$ cat src/rtl/tlb_op_ctrl.sv
// TLB maintenance sequencer: runs one TLBP/TLBR/TLBWI/TLBWR at a time against the mmu
// maintenance port, owns the Random register and returns probe/read results to CP0.
module tlb_op_ctrl #(
   parameter int N_TLB_ENTRIES = 32,
   parameter int ENTRY_W       = 128
) (
   input  logic                             clk,
   input  logic                             rst,
   input  logic                             req_valid,
   input  logic [1:0]                       req_op,
   output logic                             req_ready,
   output logic                             done,
   output logic                             tlb_updated,
   input  logic [31:0]                      cp0_entry_hi,
   input  logic [31:0]                      cp0_index,
   input  logic [ENTRY_W-1:0]               cp0_entry,
   input  logic [$clog2(N_TLB_ENTRIES)-1:0] cp0_wired,
   input  logic                             cp0_wired_we,
   output logic [$clog2(N_TLB_ENTRIES)-1:0] random,
   output logic [$clog2(N_TLB_ENTRIES)-1:0] tlbrw_index,
   output logic                             tlbrw_we,
   output logic [ENTRY_W-1:0]               tlbrw_wrdata,
   input  logic [ENTRY_W-1:0]               tlbrw_rddata,
   output logic [31:0]                      tlbp_entry_hi,
   input  logic [31:0]                      tlbp_index,
   output logic                             cp0_index_we,
   output logic [31:0]                      cp0_index_wdata,
   output logic                             cp0_entry_we,
   output logic [ENTRY_W-1:0]               cp0_entry_wdata,
   output logic [2:0]                       state_dbg
);

   localparam int IDX_W = $clog2(N_TLB_ENTRIES);
   localparam logic [IDX_W-1:0] IDX_MAX = IDX_W'(N_TLB_ENTRIES - 1);

   localparam logic [1:0] OP_TLBP  = 2'b00;
   localparam logic [1:0] OP_TLBR  = 2'b01;
   localparam logic [1:0] OP_TLBWI = 2'b10;
   localparam logic [1:0] OP_TLBWR = 2'b11;

   typedef enum logic [2:0] {
      S_IDLE  = 3'd0,
      S_PROBE = 3'd1,
      S_READ  = 3'd2,
      S_WRITE = 3'd3,
      S_DONE  = 3'd4
   } state_t;

   state_t state_q;
   state_t state_d;

   logic [1:0]         op_q;
   logic [31:0]        entry_hi_q;
   logic [IDX_W-1:0]   idx_q;
   logic [ENTRY_W-1:0] entry_q;
   logic [IDX_W-1:0]   random_q;
   logic [31:0]        index_wdata_q;
   logic [ENTRY_W-1:0] entry_wdata_q;
   logic               accept;

   // Handshake: a request transfers on any clock edge where req_valid and req_ready are
   // both high; req_ready is high only in IDLE, so exactly one op is ever in flight and
   // the requester must hold req_valid/req_op stable until it sees the transfer.
   assign accept = req_valid && (state_q == S_IDLE);

   // Random counts down toward Wired and wraps to the top; a Wired write restarts it.
   always_ff @(posedge clk or posedge rst) begin
      if (rst) begin
         random_q <= IDX_MAX;
      end else if (cp0_wired_we || (random_q <= cp0_wired)) begin
         random_q <= IDX_MAX;
      end else begin
         random_q <= random_q - IDX_W'(1);
      end
   end

   // Operands are frozen at accept so CP0 may change underneath a running op.
   always_ff @(posedge clk or posedge rst) begin
      if (rst) begin
         op_q       <= OP_TLBP;
         entry_hi_q <= '0;
         idx_q      <= '0;
         entry_q    <= '0;
      end else if (accept) begin
         op_q       <= req_op;
         entry_hi_q <= cp0_entry_hi;
         idx_q      <= (req_op == OP_TLBWR) ? random_q : cp0_index[IDX_W-1:0];
         entry_q    <= cp0_entry;
      end
   end

   always_ff @(posedge clk or posedge rst) begin
      if (rst) begin
         index_wdata_q <= '0;
         entry_wdata_q <= '0;
      end else begin
         if (state_q == S_PROBE) begin
            index_wdata_q <= {tlbp_index[31], {(31 - IDX_W){1'b0}}, tlbp_index[IDX_W-1:0]};
         end
         if (state_q == S_READ) begin
            entry_wdata_q <= tlbrw_rddata;
         end
      end
   end

   always_ff @(posedge clk or posedge rst) begin
      if (rst) begin
         state_q <= S_IDLE;
      end else begin
         state_q <= state_d;
      end
   end

   always_comb begin
      state_d       = state_q;
      req_ready     = 1'b0;
      done          = 1'b0;
      tlb_updated   = 1'b0;
      tlbrw_we      = 1'b0;
      tlbrw_index   = '0;
      tlbp_entry_hi = '0;
      cp0_index_we  = 1'b0;
      cp0_entry_we  = 1'b0;
      case (state_q)
         S_IDLE: begin
            req_ready = 1'b1;
            if (accept) begin
               case (req_op)
                  OP_TLBP:  state_d = S_PROBE;
                  OP_TLBR:  state_d = S_READ;
                  default:  state_d = S_WRITE;
               endcase
            end
         end
         S_PROBE: begin
            tlbp_entry_hi = entry_hi_q;
            state_d       = S_DONE;
         end
         S_READ: begin
            tlbrw_index = idx_q;
            state_d     = S_DONE;
         end
         S_WRITE: begin
            tlbrw_index = idx_q;
            tlbrw_we    = 1'b1;
            state_d     = S_DONE;
         end
         S_DONE: begin
            done         = 1'b1;
            tlb_updated  = (op_q == OP_TLBWI) || (op_q == OP_TLBWR);
            cp0_index_we = (op_q == OP_TLBP);
            cp0_entry_we = (op_q == OP_TLBR);
            state_d      = S_IDLE;
         end
         default: state_d = S_IDLE;
      endcase
   end

   assign random          = random_q;
   assign tlbrw_wrdata    = entry_q;
   assign cp0_index_wdata = index_wdata_q;
   assign cp0_entry_wdata = entry_wdata_q;
   assign state_dbg       = state_q;

   // Index bits above IDX_W and the mid bits of the probe result carry no meaning here.
   logic unused_bits;
   assign unused_bits = &{1'b0, cp0_index[31:IDX_W], tlbp_index[30:IDX_W]};

endmodule

$ cat config.mk
export PLATFORM = sky130hd
export DESIGN_NAME = tlb_op_ctrl
export DESIGN_NICKNAME = d
export VERILOG_FILES = /design/src/rtl/tlb_op_ctrl.sv
export SDC_FILE = /design/constraint.sdc
export NUM_CORES = 1
export LEC_CHECK = 0
export BUFFER_PORTS_ARGS = -buffer_cell sky130_fd_sc_hd__buf_2
export CAP_MARGIN = 30
export CORE_AREA = 2 2 276 278
export DETAILED_ROUTE_END_ITERATION = 12
export DIE_AREA = 0 0 278 280
export GPL_ROUTABILITY_DRIVEN = 0
export GPL_TIMING_DRIVEN = 0
export PLACE_DENSITY = 0.37
export SLEW_MARGIN = 10
export SYNTH_ARGS = -nofsm -noshare
export SYNTH_HDL_FRONTEND = slang
export SYNTH_SLANG_ARGS = --single-unit
$ cat constraint.sdc
create_clock -name clk -period 17.7 [get_ports clk]
set_input_delay 3.54 -clock clk [delete_from_list [all_inputs] [get_ports clk]]
set_output_delay 3.54 -clock clk [all_outputs]
set_load 0.02 [all_outputs]
==> results of run 1 <==
power by group through the flow:
stage               Combinational [uW]  Sequential [uW]  Clock, uW
detailed placement                1550             1250          0
global route                      1610             1290        901
finish                            1510             1240        832
floorplan                          576             1630          0
global placement                  1530             1250          0
CTS                               1550             1240        873
layout make-up:
| class | instances | area, sq um | area share |
|---|---|---|---|
| clock buffers | 53 | 1131 | 0.06256 |
| inverters | 9 | 41.29 | 0.002284 |
| well taps | 978 | 1224 | 0.06768 |
| diodes | 4 | 10.01 | 0.0005536 |
| clock inverters | 16 | 193.9 | 0.01073 |
| plain buffers | 63 | 510.5 | 0.02824 |
| flip-flops and latches | 309 | 7739 | 0.4280 |
| multi-input cells | 414 | 4035 | 0.2232 |
| repair buffers | 625 | 3196 | 0.1767 |
placed cells by master (no fill, tap or decap), drive strengths merged, types with 3 or more instances in the layout:
master	n
mux2i	5
a21oi	9
mux2	296
bufinv	4
ha	6
xnor2	3
and2	38
buf	685
diode	4
clkbuf	56
inv	12
nand2	4
dfrtp	304
conb	26
nor3b	4
nor3	3
nand3	5
dfstp	5
clkinv	8
nor2	9
routing by layer:
layer,wire length [um],global-route usage
met1,15730,0.1139
met2,22190,0.1878
met3,3217,0.03639
met4,1137,0.03728
met5,98,0
registers in the layout, summed over array words and instances, names as in the netlist:
register,count
idx_q,5
cp0_entry_wdata,128
entry_hi_q,32
tlbrw_wrdata,128
random,5
op_q,2
cp0_index_wdata,6
state_dbg,3
logic make-up (layout without fill, tap and decap cells):
logic type                 after synthesis  after routing  synth area share
and+or+nand+nor                         68             68           0.03265
muxes                                  301            301            0.2768
buffers and inverters                   72            766           0.04452
xor gates and xnor gates                 3              3          0.002150
adders and majority gates                6              6          0.006141
other                                    1             30         0.0003068
DFF                                    309            309            0.6331
AOI/OAI and AO/OA                       10             10          0.004401
metrics by stage:
step | std cells | worst slack [ns] | utilization | cell area [sq um] | power (uW)
2_1_floorplan | 795 | 5.624 | - | 12320 | 2201
3_5_place_dp | 2398 | 11.78 | 0.2227 | 16740 | 2794
5_1_grt | 2471 | 11.05 | 0.2405 | 18080 | 3799
6_report | 2471 | 11.39 | 0.2405 | 18080 | 3576
4_1_cts | 2467 | 11.15 | 0.2403 | 18070 | 3663
3_3_place_gp | 2395 | 1.218 | 0.2215 | 16650 | 2779
path summary, 6_finish.rpt:
| path | end | slack, ns | from |
|---|---|---|---|
| max in group asynchronous | cp0_entry_wdata[23] | 13.50 | rst |
| setup reg to reg | cp0_entry_wdata[23] | 15.56 | state_dbg[2] |
| min in group asynchronous | cp0_index_wdata[2] | 2.98 | rst |
| setup / recovery | tlbp_entry_hi[30] | 11.39 | state_dbg[0] |
| hold / removal | tlbrw_wrdata[69] | 0.48 | tlbrw_wrdata[69] |
| hold reg to reg | tlbrw_wrdata[69] | 0.48 | tlbrw_wrdata[69] |
==> out/qor.yml, run 1 <==
pwr:
  power_frac_seq: 0.346
  pwr-share-clk: 0.233
  internal_power_uw: 2215
  vdd_drop_max_mv: 0.07573
  p_leak_uw: 0.008695
  power_frac_comb: 0.422
  switchingPower_uw: 1361
  power.density_nw_per_um2: 197.8
  switching_share: 0.3806
floorplan:
  start_util: 0.1626
  io_pins: 702
  die_area_sq_um: 77840
  num_rows: 101
  fp.coreArea_sq_um: 75190
  die_y_um: 280
  dieWidth_um: 278
sta:
  rsz0062_at_grt: "false"
  finalClockSkew_ns: 0.01801
  slew_headroom: 0.5970
  period_share: 0.3564
  setup_tns_ns: 0
  finalSetupViolCount: 0
  fin_hold_ws_ns: 0.4785
  hold_viol_final: 0
  min_period_ns: 6.308
  fmax_ghz: 0.1585
  worst_pin_slew_ns: 0.6045
  finalMaxSlewViolations: 0
clock_network:
  clk_latency_ns: 0.55
  cts_max_level: 2
  cts-buffers-inserted: 40
  postCtsResizedCells: 0
  root_buffer: "clkbuf_16"
  path_clk_slew_ns: 0.05
  tritoncts: "built"
  cts_sinks: 309
  postCtsSetupBuffers: 0
  cts_hold_buf: 0
  clockBufferDepth: 3
global_route:
  grt_overflow: 0
  grt_pass1_vias: 9470
  grt_start_max_net_pins: 109
  antenna_found_initial: 12
  grt_pass1_wl_um: 61800
  grt.total_usage: 0.1047
synthesis:
  synth_top_area_cell: "dfrtp_1"
  syn_inst: 770
  yosys-top-cells-count: "dfrtp_1 (304), mux2_2 (286), buf_4 (49)"
  yosysMostFrequentCell: "dfrtp_1"
  synth_edf_count: 0
  synth-seq-area-share: 0.6331
  synth-main-ff-cell: "dfrtp_1"
  syn_avg_cell_area_sq_um: 15.88
  yosysWarnings: 0
  async_reset_ff_frac: 1.000
  synthDistinctLibCells: 27
  yosysTopAreaCellShare: 0.6223
  synthesis.area_sq_um: 12220
  synth.top_cells.by_area: "dfrtp_1 (62%), mux2_2 (26%), buf_4 (3.0%), and2_1 (1.9%), dfstp_2 (1.1%)"
  ys_ff_latch: 309
drt:
  routed_wl_um: 42370
  drcViolationCount: 0
  postRouteAntennaNets: 0
  first_iter_violations: 219
  vias: 8783
  avgViaCountPerCell: 3.554
  post_drt_wl_per_cell_um: 17.15
  dr.pass1.iters: 4
placement:
  dpl.hpwl_um: 32830
  io_buffers: 622
layout:
  nFillCells: 8045
  area_growth_pct: 47.90
  drive_gt1_frac: 0.6991
  finalNetCount: 1831
setup_path:
  arrival_ns: 2.77
  critPathLaunchType: "flop"
  path_cells: "nor3b_1 > buf_2 > clkbuf_1 > and2_1 > buf_2"
  cp_top_family: "buffers and inverters"
  critPathMaxStageDelay_ns: 0.49
  reg2reg_depth: 4
  cp-end-kind: "output pin"
  path_common_cell: "buf_2"
  crit_buf_inv: 3
  cp_num_cells: 5
  crit_path_max_fanout: 10
  path_class: "flop to output pin"
  crit_slowest_cell: "dfrtp_1"
  required_ns: 14.16
hold_path:
  hold_depth: 1
  hold_path_class: "flop to flop"
flow_run:
  cap_violations: 0
outcome:
  status: "complete, no violations"
Note: power is estimated with default switching activity, not from simulation.
==> run 2: changes to the inputs <==
--- a/config.mk
+++ b/config.mk
@@ -12,7 +12,7 @@
 export DIE_AREA = 0 0 278 280
 export GPL_ROUTABILITY_DRIVEN = 0
 export GPL_TIMING_DRIVEN = 0
-export PLACE_DENSITY = 0.37
+export PLACE_DENSITY = 0.38
 export SLEW_MARGIN = 10
 export SYNTH_ARGS = -nofsm -noshare
 export SYNTH_HDL_FRONTEND = slang
==> constraint.sdc (replaced) <==
create_clock -name clk -period 5.3 [get_ports clk]
set_input_delay 1.06 -clock clk [delete_from_list [all_inputs] [get_ports clk]]
set_output_delay 1.06 -clock clk [all_outputs]
set_load 0.02 [all_outputs]
==> run 2 against run 1 <==
Against the previous run:
- total power rose to 3.3 times the previous value
- worst setup slack worse by 9.7 ns
- utilization is essentially flat
- sequential power grew to 3.3 times the previous value
- sequential share of layout area fell by 0.056 points
- worst hold slack gained 0.0026 ns
- first-iteration DRC count decreased by 1.4%
- clock skew down 0.0050 ns
- global-route usage is 0.19 points lower
- via count is 0.17% lower
- flip-flop and latch count unchanged
- critical path type unchanged
==> out/qor.yml, run 2 (same netlist as run 1, synthesis figures left out) <==
outcome:
  status: "complete, no violations"
sta:
  min_period_ns: 3.596
  finalMaxSlewViolations: 0  # unchanged
  slew_headroom: 0.5709  # -0.02607
  fmax_ghz: 0.2781
  hold_viol_final: 0  # unchanged
  rsz0062_at_grt: "false"
  finalSetupViolCount: 0  # unchanged
  setup_tns_ns: 0  # unchanged
  finalClockSkew_ns: 0.01297  # -0.005037 ns
  period_share: 0.6785
  worst_pin_slew_ns: 0.6423  # +0.03775 ns
hold_path:
  hold_end: "tlbrw_wrdata[64]"
  hold_path_class: "flop to flop"
  hold_start: "tlbrw_wrdata[64]"
  hold_depth: 1  # unchanged
placement:
  io_buffers: 622  # unchanged
  dpl.hpwl_um: 32780  # -0.17%
global_route:
  use_met1: 0.1109  # -0.003004
  grt_pass1_vias: 9629  # +1.7%
  antenna_found_initial: 7  # -5
  grt.total_usage: 0.1028  # -0.001880
  grt_start_max_net_pins: 39  # -64%
  grt.busiest_layer: "met2"
  grt_overflow: 0  # unchanged
  use_met2: 0.1867  # -0.001154
  grt_pass1_wl_um: 60770  # -1.7%
  use_met3: 0.03922  # +0.002831
clock_network:
  postCtsResizedCells: 0  # unchanged
  path_clk_slew_ns: 0.06  # about the same
  postCtsSetupBuffers: 0  # unchanged
  cts-buffers-inserted: 41  # +2.5%
  clockBufferDepth: 3  # unchanged
  root_buffer: "clkbuf_16"
  cts_sinks: 309  # unchanged
  cts_hold_buf: 0  # unchanged
  tritoncts: "built"
  cts_max_level: 2  # unchanged
  clk_latency_ns: 0.55  # about the same
setup_path:
  rr_startpoint: "state_dbg[2]"
  path_class: "flop to output pin"
  critPathLaunchType: "flop"
  arrival_ns: 2.54  # -0.23 ns
  cp-end-kind: "output pin"
  required_ns: 4.24  # -9.92 ns
  rr_endpoint: "cp0_entry_wdata[19]"
  reg2reg_depth: 4  # unchanged
  crit_path_max_fanout: 10  # unchanged
  reg2reg_slack_ns: 3.25  # -12.31 ns
layout:
  final_util: 0.2408  # +0.0003160
  finalNetCount: 1838  # +0.38%
  area_growth_pct: 48.10
  nFillCells: 8044  # -0.012%
  layout_common_cells: "buf_2 (625), dfrtp_1 (304), mux2_2 (286)"
  drive_gt1_frac: 0.6973  # -0.001873
  final_common_cell: "buf_2"
pwr:
  power.density_nw_per_um2: 653.1  # +230%
  vdd_drop_max_mv: 0.2548  # +240%
  p_leak_uw: 0.008702  # about the same
flow_run:
  cap_violations: 0  # unchanged
drt:
  dr.pass1.iters: 4  # unchanged
  avgViaCountPerCell: 3.545  # -0.25%
  drcViolationCount: 0  # unchanged
  post_drt_wl_per_cell_um: 16.78  # -2.1%
  vias: 8768  # -0.17%
  first_iter_violations: 216  # -1.4%
  postRouteAntennaNets: 0  # unchanged
  routed_wl_um: 41510  # -2.0%
floorplan:
  fp.coreArea_sq_um: 75190  # unchanged
  start_util: 0.1626  # unchanged
  num_rows: 101  # unchanged
  die_area_sq_um: 77840  # unchanged
  die_y_um: 280  # unchanged
  dieWidth_um: 278  # unchanged
  io_pins: 702  # unchanged
run 2: critical path, stage by stage, from the launching register on:
cell and delay (ns):
dfrtp_1 0.48, nor3b_1 0.40, buf_2 0.38, clkbuf_1 0.33, and2_1 0.20, buf_2 0.19
run 2: metrics by stage:
| step | cells | power [uW] | worst slack (ns) | hold WS, ns | area, sq um |
|---|---|---|---|---|---|
| final | 2473 | 11820 | 1.704 | 0.4810 | 18100 |
| after global routing | 2473 | 12560 | 1.443 | 0.4931 | 18100 |
| after detailed placement | 2404 | 9344 | 2.126 | 0.4734 | 16840 |
| after CTS | 2471 | 12100 | 1.515 | 0.4853 | 18100 |
| after global placement | 2395 | 9281 | -2.184 | 0.4639 | 16660 |
| after floorplan | 795 | 7353 | 0.1311 | 0.4720 | 12320 |
run 2: how the worst max path moves through the flow:
stage                       startpoint  slack (ns)  cells after the start            endpoint
after floorplan                    rst        0.13                      1  cp0_entry_wdata[0]
after CTS                 state_dbg[2]        1.52                      5   tlbp_entry_hi[29]
after detailed placement  state_dbg[2]        2.13                      5   tlbp_entry_hi[29]
after global routing      state_dbg[2]        1.44                      5   tlbp_entry_hi[29]
final                     state_dbg[2]        1.70                      5   tlbp_entry_hi[29]
after global placement             rst       -2.18                      2    tlbrw_wrdata[70]
run 2: per-layer routing:
metal | share of wire | vias to the layer above | routed length (um)
li1 | - | 4029 | -
met1 | 0.38 | 4309 | 15580
met2 | 0.52 | 355 | 21610
met3 | 0.081 | 65 | 3363
met4 | 0.022 | 10 | 894
met5 | 0.0015 | - | 61
run 2: report_power, final:
| part | switching [uW] | total, uW | internal [uW] |
|---|---|---|---|
| clock | 1060 | 2650 | 1590 |
| sequential | 584 | 4140 | 3560 |
| combinational | 2870 | 5030 | 2150 |
| total | 4520 | 11800 | 7300 |
run 2: layout make-up:
cell class	instances	area (sq um)	area share
well taps	978	1224	0.06759
repair buffers	631	3293	0.1819
clock buffers	58	1182	0.06531
clock inverters	9	77.57	0.004285
flip-flops and latches	309	7739	0.4275
multi-input cells	414	4035	0.2229
diodes	2	5.005	0.0002765
inverters	9	37.54	0.002073
plain buffers	63	510.5	0.02820
